==> config.mk <==
export PLATFORM = sky130hd
export DESIGN_NAME = demux_sel_sequencer
export DESIGN_NICKNAME = d
export VERILOG_FILES = /design/src/rtl/demux_pkg.sv /design/src/rtl/demux_cmd_fifo.sv /design/src/rtl/demux_sel_sequencer.sv
export SDC_FILE = /design/constraint.sdc
export NUM_CORES = 1
export LEC_CHECK = 0
export ABC_AREA = 1
export BUFFER_PORTS_ARGS = -buffer_cell sky130_fd_sc_hd__buf_2
export CAP_MARGIN = 10
export CORE_MARGIN = 2
export CORE_UTILIZATION = 30
export CTS_BUF_LIST = sky130_fd_sc_hd__clkbuf_4
export DETAILED_ROUTE_END_ITERATION = 12
export PLACE_DENSITY = 0.54
export SLEW_MARGIN = 40
export SYNTH_ARGS = -nofsm -noshare
export SYNTH_HDL_FRONTEND = slang
export SYNTH_HIERARCHICAL = 1
export SYNTH_SLANG_ARGS = --single-unit
==> constraint.sdc <==
create_clock -name clk -period 2.3 [get_ports clk]
set_clock_uncertainty 0.2 [all_clocks]
set_input_delay 0.23 -clock clk [delete_from_list [all_inputs] [get_ports clk]]
set_output_delay 0.23 -clock clk [all_outputs]
set_load 0.01 [all_outputs]
==> src/rtl/demux_pkg.sv <==
// Shared types and constants for the demux select sequencer and its command FIFO.
package demux_pkg;

  localparam int SEL_W_DEF = 3;
  localparam int ENTRY_W   = SEL_W_DEF + 1;

  typedef enum logic [1:0] {
    IDLE  = 2'd0,
    SETUP = 2'd1,
    DRIVE = 2'd2,
    GAP   = 2'd3
  } state_t;

endpackage

==> src/rtl/demux_cmd_fifo.sv <==
// Synchronous command FIFO holding {data, chan} beats; power-of-two depth, no bypass path.
module demux_cmd_fifo
  import demux_pkg::*;
#(
  parameter int WIDTH = ENTRY_W,
  parameter int DEPTH = 4
) (
  input  logic                     clk,
  input  logic                     rst_n,
  input  logic                     push,
  input  logic                     pop,
  input  logic [WIDTH-1:0]         wdata,
  output logic [WIDTH-1:0]         rdata,
  output logic                     full,
  output logic                     empty,
  output logic [$clog2(DEPTH):0]   count
);

  localparam int AW = $clog2(DEPTH);

  logic [WIDTH-1:0] mem [DEPTH];
  logic [AW-1:0]    wr_ptr;
  logic [AW-1:0]    rd_ptr;
  logic             do_push;
  logic             do_pop;

  assign full    = (count == (AW+1)'(DEPTH));
  assign empty   = (count == '0);
  assign do_push = push && !full;
  assign do_pop  = pop && !empty;
  assign rdata   = mem[rd_ptr];

  // NOTE: the storage array is deliberately not reset; pointers and count alone
  // decide which entries are valid, so the array stays a plain register file.
  always_ff @(posedge clk) begin
    if (do_push) mem[wr_ptr] <= wdata;
  end

  // NOTE: state registers use non-blocking assignments so every flop samples
  // the pre-edge values regardless of statement order.
  always_ff @(posedge clk or negedge rst_n) begin
    if (!rst_n) begin
      wr_ptr <= '0;
      rd_ptr <= '0;
      count  <= '0;
    end else begin
      if (do_push) wr_ptr <= wr_ptr + AW'(1);
      if (do_pop)  rd_ptr <= rd_ptr + AW'(1);
      case ({do_push, do_pop})
        2'b10:   count <= count + (AW+1)'(1);
        2'b01:   count <= count - (AW+1)'(1);
        default: count <= count;
      endcase
    end
  end

endmodule

==> src/rtl/demux_sel_sequencer.sv <==
// Buffers (data, channel) beats and replays them onto a 1:N demux with setup,
// hold and dead-time phases so no output line sees in=1 while sel moves.
module demux_sel_sequencer
  import demux_pkg::*;
#(
  parameter int SEL_W       = SEL_W_DEF,
  parameter int DEPTH       = 4,
  parameter int HOLD_CYCLES = 2,
  parameter int GAP_CYCLES  = 1
) (
  input  logic                   clk,
  input  logic                   rst_n,
  input  logic                   s_valid,
  output logic                   s_ready,
  input  logic                   s_data,
  input  logic [SEL_W-1:0]       s_chan,
  output logic                   dmx_in,
  output logic [SEL_W-1:0]       dmx_sel,
  output logic                   busy,
  output logic [$clog2(DEPTH):0] fifo_count
);

  localparam int MAX_PHASE = (HOLD_CYCLES > GAP_CYCLES) ? HOLD_CYCLES : GAP_CYCLES;
  localparam int CNT_W     = (MAX_PHASE < 2) ? 1 : $clog2(MAX_PHASE + 1);
  localparam logic [CNT_W-1:0] HOLD_LOAD = CNT_W'(HOLD_CYCLES - 1);
  localparam logic [CNT_W-1:0] GAP_LOAD  = (GAP_CYCLES > 0) ? CNT_W'(GAP_CYCLES - 1) : '0;

  state_t           state;
  state_t           state_n;
  logic [CNT_W-1:0] cnt;
  logic [CNT_W-1:0] cnt_n;
  logic             pop;
  logic             push;
  logic             full;
  logic             empty;
  logic [SEL_W:0]   head;
  logic             cur_data;

  // Ready is held low during reset so nothing is accepted before release.
  assign s_ready = rst_n && !full;
  assign push    = s_valid && s_ready;
  assign busy    = !empty || (state != IDLE);

  demux_cmd_fifo #(
    .WIDTH (SEL_W + 1),
    .DEPTH (DEPTH)
  ) u_fifo (
    .clk   (clk),
    .rst_n (rst_n),
    .push  (push),
    .pop   (pop),
    .wdata ({s_data, s_chan}),
    .rdata (head),
    .full  (full),
    .empty (empty),
    .count (fifo_count)
  );

  // NOTE: every signal assigned in this block gets a default first, so no path
  // leaves one unassigned and no latch is inferred.
  always_comb begin
    state_n = state;
    cnt_n   = cnt;
    pop     = 1'b0;
    case (state)
      IDLE: begin
        if (!empty) begin
          pop     = 1'b1;
          state_n = SETUP;
        end
      end
      SETUP: begin
        state_n = DRIVE;
        cnt_n   = HOLD_LOAD;
      end
      DRIVE: begin
        if (cnt != '0) begin
          cnt_n = cnt - CNT_W'(1);
        end else if (GAP_CYCLES > 0) begin
          state_n = GAP;
          cnt_n   = GAP_LOAD;
        end else if (!empty) begin
          pop     = 1'b1;
          state_n = SETUP;
        end else begin
          state_n = IDLE;
        end
      end
      GAP: begin
        if (cnt != '0) begin
          cnt_n = cnt - CNT_W'(1);
        end else if (!empty) begin
          pop     = 1'b1;
          state_n = SETUP;
        end else begin
          state_n = IDLE;
        end
      end
      default: state_n = IDLE;
    endcase
  end

  // dmx_sel only moves on a pop, which always lands in SETUP where dmx_in is 0.
  always_ff @(posedge clk or negedge rst_n) begin
    if (!rst_n) begin
      state    <= IDLE;
      cnt      <= '0;
      cur_data <= 1'b0;
      dmx_sel  <= '0;
      dmx_in   <= 1'b0;
    end else begin
      state  <= state_n;
      cnt    <= cnt_n;
      dmx_in <= (state_n == DRIVE) && cur_data;
      if (pop) begin
        dmx_sel  <= head[SEL_W-1:0];
        cur_data <= head[SEL_W];
      end
    end
  end

endmodule

==> impl_results.md <==
* Outcome: finished, final reports clean
* Setup TNS at 0 ns
* Die area at 6200 um^2
* Final Hold Viols at 0
* Antenna violations before repair at 0
* Yosys Warn Count at 6
* Final period utilization at 94.2%
* Vias in the first global route at 1,178
* CTS sink cnt at 32
* Most common cell in the synthesized netlist: nand2_1
* Critical Path RT at 2.32 ns
* Pins over their slew limit at 0
* Synth unique cells at 22
* Drt drc at 0
* First-pass GRT wire length at 5.01 mm
* Post-synth ARST share at 50.0%
* CP Capture Type: flip-flop
* Hold WC Path Type: in2async
* Final worst path period need at 2.17 ns
* DP HPWL at 2.27 mm
* Initial Util at 30.8%
* Clk slew on worst S/H paths at 0.11 ns
* PwrDens at 1290 nW/um^2
* Leakage at 1.06 nW
* Total routed wirelength at 2.83 mm
* RSZ-0062 raised after global routing: yes
* Startpoint type of the worst setup path: flip-flop
* Max-slew headroom at 74.1%
* Inserted Diodes at 0
* Area growth syn-to-layout at 29.1%
* DP Area at 1980 um^2
* Synth Area per Inst at 9.26 um^2
* Die X at 78.8 um
* Yosys top cell area share at 28.7%
* Post-synthesis sequential area ratio at 52.5%
* Kind of critical path: reg2reg
* Final estimated routing congestion in global placement at 0.785
* Row cnt at 27
* Wire length per cell at 9.43 um
* Hold slack at 0.178 ns
* Post-route ant nets at 0
* H-tree lvl count at 2
* Leading post-synthesis cells by cell area: edfxtp_1 (29%), dfrtp_1 (24%), nand2_1 (11%), ha_1 (9.7%), inv_1 (7.8%)
* Root Driver: clkbuf_4
* Worst slew pin tran at 0.387 ns
* Syn nets at 202
* # IOs at 16
* Vias at 1,231
* Number of fill cells at 545
* Syn Inst Count at 181
* Layout Nets at 248
* TritonCTS clock tree: done
* GRT overflow at 0
* Max Root-Sink Buffers at 2
* Worst-path fanout max at 3
* Post-synth top flop: edfxtp_1
* Layout cell share with drive strength beyond 1 at 30.7%
* Core Footprint at 5440 um^2
* #FFs+latches synth at 32
* Yosys top cell by area: edfxtp_1
* Maxcap violations at 0
* Endpoints failing setup at 0
* Post-route design area at 2160 um^2
* PortBufs at 15
* Synth cell count leaders: nand2_1 (51), inv_1 (35), dfrtp_1 (16), edfxtp_1 (16), ha_1 (13)
* Post-synth EDFFs at 16
* Routed vias/inst at 4.10
* Worst skew pair latency at 0.33 ns
* Cell area after synthesis at 1680 um^2
* Worst EP arrival at 2.18 ns
* Largest net degree at the start of global routing at 19
* Peak supply drop at 0.574 mV
* Die Y at 78.8 um
* Total GRT Usage at 10.6%
* Max Fclk at 0.461 GHz
* DR pass1 iterations at 3
* CTS Buf Count at 5
* DR iter-0 viols at 27
==> worst max-delay path: stages, from the launching register on <==
cell      delay [ns]
dfrtp_1         0.39
inv_1           0.10
ha_4            0.14
inv_2           0.05
o21bai_4        0.12
nand2_2         0.08
inv_2           0.06
nand2_2         0.06
inv_2           0.06
ha_4            0.13
inv_2           0.05
fa_2            0.55
o21ai_0         0.08
==> state kept, by name, indices dropped and copies added, names as in the netlist <==
name           cells
u_fifo/mem        16
dmx_sel            3
u_fifo/count       3
cnt                2
state              2
u_fifo/rd_ptr      2
u_fifo/wr_ptr      2
cur_data           1
dmx_in             1
==> routing by layer <==
metal | track usage (%) | share of wire [%]
met5 | 0 | 0
met2 | 17.5 | 48
met1 | 12.5 | 46
met4 | 4.74 | 2.0
met3 | 3.52 | 3.5
==> cell usage in the layout (no fill, tap or decap), drive strengths merged <==
master	Yosys	final
a21oi	2	2
buf	1	35
clkbuf	0	5
clkinv	0	1
clkinvlp	0	2
dfrtp	16	16
dlygate4sd3	0	5
edfxtp	16	16
fa	1	1
ha	13	13
inv	38	38
nand2	53	53
nand3	13	13
nand3b	1	1
nand4	1	1
nor2	10	10
nor3b	1	1
o211ai	9	9
o21ai	3	3
o21bai	1	1
or2	1	1
xnor2	1	1
==> path summary, 6_finish.rpt <==
check	start	end	slack (ns)	cells past startpoint
min in group clk	s_valid	u_fifo/wr_ptr[0]	0.21	5
max reg2reg	cnt[1]	u_fifo/count[1]	0.13	12
max in group asynchronous	rst_n	cur_data	1.52	3
max	cnt[1]	u_fifo/count[1]	0.13	12
min reg2reg	dmx_sel[1]	dmx_sel[1]	0.28	2
min	rst_n	u_fifo/wr_ptr[1]	0.18	3
==> what timing repair did <==
item	4_1_cts	5_1_grt
resized for setup	0	16
hold buffers	5	0
setup buffers	0	4
endpoints found under the setup margin	0	2
hold endpoints to repair	32	0
==> stage by stage <==
step / util [%] / total power, mW / std cells / setup WS (ns)
5_1_grt: 39.8 / 3.13 / 300 / -0.0125
3_5_place_dp: 36.4 / 2.36 / 283 / 0.0239
6_report: 39.8 / 2.80 / 300 / 0.133
2_1_floorplan: - / 1.88 / 181 / 0.00366
3_3_place_gp: 36.4 / 2.34 / 283 / 0.0687
4_1_cts: 38.4 / 2.71 / 296 / 0.00437
==> power by group <==
part	total, mW	switching, mW	internal (mW)
Clock	0.326	0.205	0.120
Combinational	1.57	0.845	0.729
Sequential	0.895	0.118	0.777
Total	2.80	1.17	1.63
==> cell families after synthesis <==
logic type / Yosys count / synth area share [%]
AND/OR/NAND/NOR: 80 / 20.2
buffers and inverters: 39 / 9.18
flip-flops: 32 / 52.5
AO/OA/AOI/OAI: 15 / 6.64
adder cells (fa/ha/maj): 14 / 10.9
XOR/XNOR: 1 / 0.522
==> final cells by class <==
class	instances	area [um^2]	share of cell area (%)
sequential	32	881	40.7
multi-input combinational	110	714	33.0
timing repair buffer	40	275	12.7
inverter	38	143	6.59
tap	72	90.1	4.16
clock buffer	5	37.5	1.73
clock inverter	3	23.8	1.10
Power figures use the tool's default switching activity.
